**config.mk**
```make
export PLATFORM = sky130hd
export DESIGN_NAME = emmc_cmd_tx
export DESIGN_NICKNAME = d
export VERILOG_FILES = /design/src/rtl/emmc_pkg.sv /design/src/rtl/crc7_serial_gen.sv /design/src/rtl/emmc_cmd_tx.sv
export SDC_FILE = /design/constraint.sdc
export NUM_CORES = 1
export LEC_CHECK = 0
export ABC_AREA = 1
export BUFFER_PORTS_ARGS = -buffer_cell sky130_fd_sc_hd__buf_2
export CORE_MARGIN = 3
export CORE_UTILIZATION = 50
export DETAILED_ROUTE_END_ITERATION = 7
export PLACE_DENSITY = 0.68
export SKIP_CTS_REPAIR_TIMING = 1
export SYNTH_ARGS = -nofsm -noshare
export SYNTH_HDL_FRONTEND = slang
export SYNTH_HIERARCHICAL = 1
export SYNTH_SLANG_ARGS = --single-unit
```
**constraint.sdc**
```tcl
create_clock -name clk -period 2.5 [get_ports clk]
set_input_delay 0.25 -clock clk [delete_from_list [all_inputs] [get_ports clk]]
set_output_delay 0.25 -clock clk [all_outputs]
set_load 0.01 [all_outputs]
```
**src/rtl/emmc_pkg.sv**
```systemverilog
// Shared eMMC CMD-line definitions: frame geometry, CRC7 polynomial,
// transmitter state encoding, command payload layout and the CRC7 step.
package emmc_pkg;

  localparam int unsigned CMD_FRAME_BITS   = 48;
  localparam int unsigned CMD_PAYLOAD_BITS = 40;
  localparam int unsigned CRC7_BITS        = 7;
  localparam int unsigned CMD_INDEX_BITS   = 6;
  localparam int unsigned CMD_ARG_BITS     = 32;

  // x^7 + x^3 + 1 with the x^7 term implied
  localparam logic [CRC7_BITS-1:0] CRC7_POLY = 7'h09;

  typedef enum logic [2:0] {
    ST_IDLE,
    ST_DATA,
    ST_CRC,
    ST_END,
    ST_RELEASE,
    ST_GAP
  } cmd_tx_state_t;

  // First 40 bits on the wire: start 0, transmission 1, index, argument
  typedef struct packed {
    logic [1:0]                hdr;
    logic [CMD_INDEX_BITS-1:0] index;
    logic [CMD_ARG_BITS-1:0]   arg;
  } cmd_payload_t;

  // One serial CRC7 step for a single message bit
  function automatic logic [CRC7_BITS-1:0] crc7_next(
    input logic [CRC7_BITS-1:0] crc,
    input logic                 bit_in
  );
    logic fb;
    fb = bit_in ^ crc[CRC7_BITS-1];
    return {crc[CRC7_BITS-2:0], 1'b0} ^ (fb ? CRC7_POLY : '0);
  endfunction

endpackage

```
**src/rtl/crc7_serial_gen.sv**
```systemverilog
// Serial CRC7 register, one message bit per enabled clock.
// Ports: clk, rstn (sync, active low), clr (zero the register, wins over en),
//        en (absorb bit_in), bit_in, crc (current register value).
// Feeding bit_in = crc[6] shifts the register left with zero fill, which is
// how the transmitter clocks the finished CRC out MSB first.
module crc7_serial_gen
  import emmc_pkg::*;
(
  input  logic                 clk,
  input  logic                 rstn,
  input  logic                 clr,
  input  logic                 en,
  input  logic                 bit_in,
  output logic [CRC7_BITS-1:0] crc
);

  always_ff @(posedge clk) begin
    if (!rstn) begin
      crc <= '0;
    end else if (clr) begin
      crc <= '0;
    end else if (en) begin
      crc <= crc7_next(crc, bit_in);
    end
  end

endmodule

```
**src/rtl/emmc_cmd_tx.sv**
```systemverilog
// Host-side eMMC CMD-line frame serializer.
// Accepts {index, argument} on a valid/ready handshake and sends the 48-bit
// frame MSB first (start, transmission, index, arg, CRC7, end), one bit per
// bit_en strobe, followed by GAP_BITS strobes of released line.
// Ports: clk, rstn (sync, active low), bit_en (bit strobe),
//        cmd_valid/cmd_ready/cmd_index/cmd_arg (command request),
//        cmd_out/cmd_oe (CMD pad), busy (accept..idle), done (end bit released).
module emmc_cmd_tx
  import emmc_pkg::*;
#(
  parameter int unsigned GAP_BITS = 8
) (
  input  logic                      clk,
  input  logic                      rstn,
  input  logic                      bit_en,
  input  logic                      cmd_valid,
  output logic                      cmd_ready,
  input  logic [CMD_INDEX_BITS-1:0] cmd_index,
  input  logic [CMD_ARG_BITS-1:0]   cmd_arg,
  output logic                      cmd_out,
  output logic                      cmd_oe,
  output logic                      busy,
  output logic                      done
);

  localparam int unsigned CNT_MAX  = (GAP_BITS > CMD_PAYLOAD_BITS) ? GAP_BITS : CMD_PAYLOAD_BITS;
  localparam int unsigned CNT_W    = $clog2(CNT_MAX + 1);
  localparam int unsigned GAP_LAST = (GAP_BITS == 0) ? 0 : GAP_BITS - 1;

  cmd_tx_state_t                 state;
  logic [CMD_PAYLOAD_BITS-1:0]   shift_q;
  logic [CNT_W-1:0]              bit_cnt;
  logic [CRC7_BITS-1:0]          crc;
  cmd_payload_t                  payload;
  logic                          accept;
  logic                          crc_en;
  logic                          crc_bit;
  logic                          unused_crc_low;

  // Handshake and CRC feed: message bits in DATA, self-shift in CRC
  always_comb begin
    payload = '{hdr: 2'b01, index: cmd_index, arg: cmd_arg};
    accept  = cmd_valid & cmd_ready & (state == ST_IDLE);
    crc_en  = bit_en & ((state == ST_DATA) | (state == ST_CRC));
    crc_bit = (state == ST_DATA) ? shift_q[CMD_PAYLOAD_BITS-1] : crc[CRC7_BITS-1];
  end

  // Lower CRC bits reach the line only through the register's own shift
  assign unused_crc_low = ^crc[CRC7_BITS-2:0];

  crc7_serial_gen u_crc (
    .clk    (clk),
    .rstn   (rstn),
    .clr    (accept),
    .en     (crc_en),
    .bit_in (crc_bit),
    .crc    (crc)
  );

  // Frame sequencer with registered line, handshake and status outputs
  always_ff @(posedge clk) begin
    if (!rstn) begin
      state     <= ST_IDLE;
      shift_q   <= '0;
      bit_cnt   <= '0;
      cmd_out   <= 1'b1;
      cmd_oe    <= 1'b0;
      cmd_ready <= 1'b1;
      busy      <= 1'b0;
      done      <= 1'b0;
    end else begin
      done <= 1'b0;
      case (state)
        ST_IDLE: begin
          // A strobe on the accept edge is deliberately not used
          if (accept) begin
            shift_q   <= payload;
            bit_cnt   <= '0;
            cmd_ready <= 1'b0;
            busy      <= 1'b1;
            state     <= ST_DATA;
          end
        end
        ST_DATA: begin
          if (bit_en) begin
            cmd_out <= shift_q[CMD_PAYLOAD_BITS-1];
            cmd_oe  <= 1'b1;
            shift_q <= {shift_q[CMD_PAYLOAD_BITS-2:0], 1'b0};
            if (bit_cnt == CNT_W'(CMD_PAYLOAD_BITS - 1)) begin
              bit_cnt <= '0;
              state   <= ST_CRC;
            end else begin
              bit_cnt <= bit_cnt + CNT_W'(1);
            end
          end
        end
        ST_CRC: begin
          if (bit_en) begin
            cmd_out <= crc[CRC7_BITS-1];
            cmd_oe  <= 1'b1;
            if (bit_cnt == CNT_W'(CRC7_BITS - 1)) begin
              bit_cnt <= '0;
              state   <= ST_END;
            end else begin
              bit_cnt <= bit_cnt + CNT_W'(1);
            end
          end
        end
        ST_END: begin
          if (bit_en) begin
            cmd_out <= 1'b1;
            cmd_oe  <= 1'b1;
            state   <= ST_RELEASE;
          end
        end
        ST_RELEASE: begin
          if (bit_en) begin
            cmd_oe  <= 1'b0;
            cmd_out <= 1'b1;
            done    <= 1'b1;
            bit_cnt <= '0;
            if (GAP_BITS == 0) begin
              cmd_ready <= 1'b1;
              busy      <= 1'b0;
              state     <= ST_IDLE;
            end else begin
              state <= ST_GAP;
            end
          end
        end
        ST_GAP: begin
          if (bit_en) begin
            if (bit_cnt == CNT_W'(GAP_LAST)) begin
              bit_cnt   <= '0;
              cmd_ready <= 1'b1;
              busy      <= 1'b0;
              state     <= ST_IDLE;
            end else begin
              bit_cnt <= bit_cnt + CNT_W'(1);
            end
          end
        end
        default: state <= ST_IDLE;
      endcase
    end
  end

endmodule
```
### Word level (Yosys, flattened, before mapping)

Index checks and enable logic that the tools add are counted.

| word-level totals | value |
|---|---|
| register bits | 61 |
| bits in latches | 0 |
| memory bits (writable) | 0 |
| bits in read-only memories | 0 |
| input bits | 42 |
| output and inout bits | 5 |
| memories | 0 |

| cells by class | value |
|---|---|
| add/sub/neg operators | 1 |
| $mul | 0 |
| divide/modulo/power cells | 0 |
| magnitude comparators | 0 |
| equality and inequality tests | 19 |
| shifts and indexed selects | 0 |
| multiplexer cells | 39 |
| bitwise operators | 7 |
| reduce and logical (&&, ||, !) cells | 16 |

Operator list:

| kind | count |
|---|---|
| two-way mux 40 bit | 2 |
| case mux 40 bit (2 select lines) | 1 |
| two-way mux 6 bit | 8 |
| case mux 6 bit (5 select lines) | 1 |
| two-way mux 3 bit | 9 |
| case mux 3 bit (6 select lines) | 1 |
| != test 2 bit, second input constant | 7 |
| equality test 6 x 3 -> 1 bit, second input constant | 2 |
| two-way mux 1 bit | 12 |
| AND reduction 9 bit | 1 |
| != test 2 x 1 -> 1 bit, second input constant | 4 |
| AND reduction 4 bit | 2 |
| bitwise XOR 7 bit | 1 |
| adder 6 x 1 -> 6 bit, second input constant | 1 |
| equality test 3 x 2 -> 1 bit, second input constant | 2 |
| equality test 3 bit, second input constant | 2 |
| equality test 6 bit, second input constant | 1 |
| case mux 1 bit (2 select lines) | 3 |
| AND reduction 3 bit | 2 |
| AND reduction 6 bit | 1 |
| nonzero test 2 bit | 3 |
| nonzero test 5 bit | 1 |
| two-way mux 4 bit | 1 |
| OR reduction 2 bit | 2 |
| other kinds (10) | 12 |

### Depth between registers and ports, before layout

| logic depth | value |
|---|---|
| depth after elaboration | 5 |
| mapped depth | 13 |
| gate-level depth less buffers | 12 |

### Cells and area by module

Netlist, hierarchy kept.

Modules (own cells, without submodules):

| module | instances | cells each | area each (µm²) | seq. area each (µm²) |
|---|---|---|---|---|
| emmc_cmd_tx | 1 | 366 | 2568.7 | 1081.0 |
| crc7_serial_gen | 1 | 41 | 331.6 | 140.1 |

### Worst setup path before layout

OpenSTA, ideal clock, no wires.

| timing path | value |
|---|---|
| path type | reg-to-reg |
| start point | reg state[0] |
| end point | reg u_crc.crc[3] |
| setup time | 0.109 ns |
| data arrival time | 1.401 ns |
| required time | 2.391 ns |
| path slack | 0.990 ns |
| stages on the path, launching flop included | 14 |
| buffers on the path | 2 |
| period minus slack after synthesis | 1.510 ns |
| path through | dfxtp_1 > buf_4 > nand2_1 > nor2_2 > inv_1 > clkbuf_1 > nand2_1 > nand2_1 > inv_1 > nand2_1 > nand3_1 > nand3_1 > nand2_1 > inv_1 |

| between the ends | value |
|---|---|
| word-level cells in the longest chain between the ends | 5 |
| elaborated cells between the ends (all ways) | 11 |

Ends and longest elaborated chain:

| item | line | RTL |
|---|---|---|
| start, declared | emmc_cmd_tx.sv:30 | `cmd_tx_state_t state;` |
| start signal, assigned | emmc_cmd_tx.sv:63 | `state <= ST_IDLE;` |
| start signal, assigned | emmc_cmd_tx.sv:81 | `state <= ST_DATA;` |
| start signal, assigned | emmc_cmd_tx.sv:91 | `state <= ST_CRC;` |
| equality test 3 x 1 -> 1 bit | emmc_cmd_tx.sv:45 | `crc_bit = (state == ST_DATA) ? shift_q[CMD_PAYLOAD_BITS-1] : crc[CRC7_BITS-1];` |
| two-way mux 1 bit | emmc_cmd_tx.sv:45 |  |
| named net crc_bit | emmc_cmd_tx.sv:37 | `logic crc_bit;` |
| bitwise XOR 1 bit | emmc_pkg.sv:36 | `fb = bit_in ^ crc[CRC7_BITS-1];` |
| two-way mux 4 bit | emmc_pkg.sv:37 | `return {crc[CRC7_BITS-2:0], 1'b0} ^ (fb ? CRC7_POLY : '0);` |
| bitwise XOR 7 bit | emmc_pkg.sv:37 |  |
| end signal, assigned | crc7_serial_gen.sv:23 | `crc <= crc7_next(crc, bit_in);` |
| end, declared | crc7_serial_gen.sv:14 | `output logic [CRC7_BITS-1:0] crc` |

The timed path passes the listed nets, and every way through them passes these cells.
A chain may end at the register's enable or synchronous reset.

### Worst setup path after layout

| timing path | value |
|---|---|
| start point | reg state[0] |
| end point | reg shift_q[39] |

| between the ends | value |
|---|---|
| word-level cells in the longest chain between the ends | 4 |
| elaborated cells between the ends (all ways) | 8 |

Ends and longest elaborated chain:

| item | line | RTL |
|---|---|---|
| zero test 3 bit | emmc_cmd_tx.sv:43, emmc_cmd_tx.sv:73 |  |
| bitwise AND 1 bit | emmc_cmd_tx.sv:43 | `accept = cmd_valid & cmd_ready & (state == ST_IDLE);` |
| != test 2 bit (no line) | n/a |  |
| AND reduction 3 bit (no line) | n/a |  |
| end signal, assigned | emmc_cmd_tx.sv:77 | `shift_q <= payload;` |
| end signal, assigned | emmc_cmd_tx.sv:88 | `shift_q <= {shift_q[CMD_PAYLOAD_BITS-2:0], 1'b0};` |
| end, declared | emmc_cmd_tx.sv:31 | `logic [CMD_PAYLOAD_BITS-1:0] shift_q;` |

Several ways; a longest one is shown, not always the timed one.

==> out/metrics.cfg <==
[drt]
drtIter0Drc=104
drc=0
vias_per_cell=5.21
drt_pass1_iterations=4
postRouteAntennaNets=0
num_vias=2712
wl_um=5990
wl_per_cell_um=11.5

[synthesis]
ys_ff_latch=61
ys_seq_area_share_pct=42.1
netlist_instances=407
syn_area_per_cell_um2=7.13
synth_nets=451
synth.distinct_cells=25
ys_warn_count=6
syn-cell-area_um2=2900

[finish]
layout_common_cells=nand2_1, dfxtp_1, buf_2, o21ai_0, nand3_1
insertedDiodeCount=0
drive_above_1_share_pct=18.9
fin_area_um2=3310
final_common_cell=nand2_1
layoutNonFillerInstCount=521
syn2layout_area_growth_pct=14.2
nets=489

[hold_path]
holdPathStages=3
hold_class=primary input to flip-flop

[job]
drv_cap=0

[worst_setup_path]
critical_path_arrival_ps=2130
worst-r2r-cell-count=8
crit_buf_inv=2
cp_cell_sequence=nand2_1 -> nor2_2 -> nand2_1 -> nand2_2 -> buf_12 -> inv_1 -> a21oi_1 -> nor2_1
path_class=flip-flop to flip-flop
critPathMaxStageDelay_ps=480
cp_top_family=simple AND/OR/NAND/NOR gates
cpMaxStageDelayCell=dfxtp_1
start_kind=flip-flop
critical_path_required_ps=2730
setup.worst_path.end_class=flip-flop
crit_fanout=54
crit_top_cell=nand2_1
path_depth=8

[power]
p_sw_mw=1.52
intPower_mw=2.25
ir_drop_mv=0.583
p_leak_nw=1.59
pwr-share-clk_pct=20.7
power.share.switching_pct=40.4
seqPwrFrac_pct=40.7
p_comb_share_pct=38.6
p_per_area_nw_per_um2=1140

[timing]
finalHoldViolCount=0
final_max_slew_viol_count=0
clock_skew_ps=6.42
worst_slew_pin_slew_ps=663
finalSetupViolCount=0
fmaxAchievable_ghz=0.525
rsz0062_at_grt=false
hold_ws_ps=178
post-route-period-util_pct=76.3
tns_ps=0
relSlewSlack_pct=55.7
fin_crit_ps=1910
worst_slack_ps=593

[clock_tree]
clock_insertion_delay_worst_skew_ps=330
numCtsBuffers=9
tritoncts=built
numClockSinks=61
clock_tree.buffer_depth=2
cts_root_buffer=clkbuf_8
cts.clk_slew.worst_paths_ps=70
cts-htree-levels=3

[floorplan]
boundaryPins=47
dieWidth_um=82.2
start_util_pct=52.0
die_area_um2=6750
core_um2=5570
die_h_um=82.2
fp-row-count=27

[placed_design]
post-dp-hpwl_um=4010
io_buffers=46
dpl_worst_slack_ps=573
place_area_um2=3140
gp_congestion=0.884
dp_cells=506

[global_route]
grt_pass1_wl_um=10100
grt-ovfl-total=0
antenna_found_initial=0
grt_use_total_pct=19.4
grt_max_degree=55
first_global_vias=2360

[run_status]
outcome=finished, final reports clean

[cell usage after synthesis]
| cell | count | area [µm²] |
|---|---|---|
| o21bai_1 | 1 | 7.51 |
| buf_2 | 7 | 35.0 |
| clkbuf_1 | 8 | 30.0 |
| o21ai_1 | 3 | 15.0 |
| a211oi_2 | 4 | 50.1 |
| a31oi_1 | 24 | 150 |
| inv_1 | 24 | 90.1 |
| buf_6 | 1 | 11.3 |
| nand3_1 | 29 | 145 |
| o211a_1 | 14 | 140 |
| nand4_1 | 1 | 6.26 |
| xor2_1 | 1 | 8.76 |
| inv_2 | 6 | 22.5 |
| buf_4 | 7 | 52.6 |
| a21oi_2 | 3 | 26.3 |
| nor3_1 | 1 | 5.00 |
| o21ai_0 | 34 | 170 |
| nor2_2 | 4 | 25.0 |
| nand2_1 | 134 | 503 |
| ha_1 | 2 | 25.0 |
| nor2_1 | 26 | 97.6 |
| a21oi_1 | 10 | 50.1 |
| dfxtp_1 | 61 | 1220 |
| nand2_2 | 1 | 6.26 |
| inv_4 | 1 | 6.26 |
[state kept, by name (all words and copies together), names as in the netlist]
name and count:
bit_cnt 6, cmd_oe 1, cmd_out 1, busy 1, u_crc/crc 7, state 3
cmd_ready 1, done 1, shift_q 40
[logic make-up (layout without fill, tap and decap cells)]
family | count (synthesis) | in the layout | share of synthesized area, %
buffers and inverters | 54 | 96 | 8.54
DFF | 61 | 61 | 42.1
adders and majority gates | 2 | 2 | 0.863
and+or+nand+nor | 196 | 196 | 27.2
xor gates and xnor gates | 1 | 1 | 0.302
AOI/OAI and AO/OA | 93 | 93 | 21.0
[through the flow]
step	total power [mW]	utilization, %
floorplan	2.73	-
global placement	2.98	56.3
detailed placement	3.01	56.3
CTS	3.80	59.4
global route	4.10	59.4
finish	3.77	59.4
[layer usage]
metal | global-route usage (%) | wire, µm | up-vias
li1 | - | - | 1433
met1 | 25.1 | 2940 | 1225
met2 | 30.7 | 2720 | 46
met3 | 4.12 | 224 | 8
met4 | 9.47 | 106 | 0
met5 | 0 | 0 | -
[path summary, 6_finish.rpt]
| path | startpoint | end | slack [ps] |
|---|---|---|---|
| worst max-delay path | state[0] | shift_q[39] | 590 |
| worst min-delay path | cmd_arg[22] | shift_q[22] | 180 |
| worst max register to register | state[0] | shift_q[39] | 590 |
| worst min register to register | u_crc/crc[5] | u_crc/crc[5] | 470 |
[area by class of cell]
type,count,area [µm²]
clock buffer,11,151
clock inverter,4,23.8
fill,535,2260
inverter,31,119
multi-input combinational,292,1430
sequential,61,1220
tap,72,90.1
timing repair buffer,50,273
[worst register-to-register path, cell delays in order, from the launching register on]
cell and delay (ps):
dfxtp_1 480, nand2_1 140, nor2_2 210, nand2_1 100, nand2_2 320, buf_12 280
inv_1 100, a21oi_1 130, nor2_1 50
[power groups by stage]
stage	Sequential, mW	Combinational, mW	Clock (mW)
6_report	1.53	1.46	0.779
2_1_floorplan	1.50	1.23	0
4_1_cts	1.53	1.47	0.804
3_5_place_dp	1.55	1.47	0
5_1_grt	1.57	1.68	0.847
3_3_place_gp	1.54	1.45	0
Note: power is estimated with default switching activity, not from simulation.
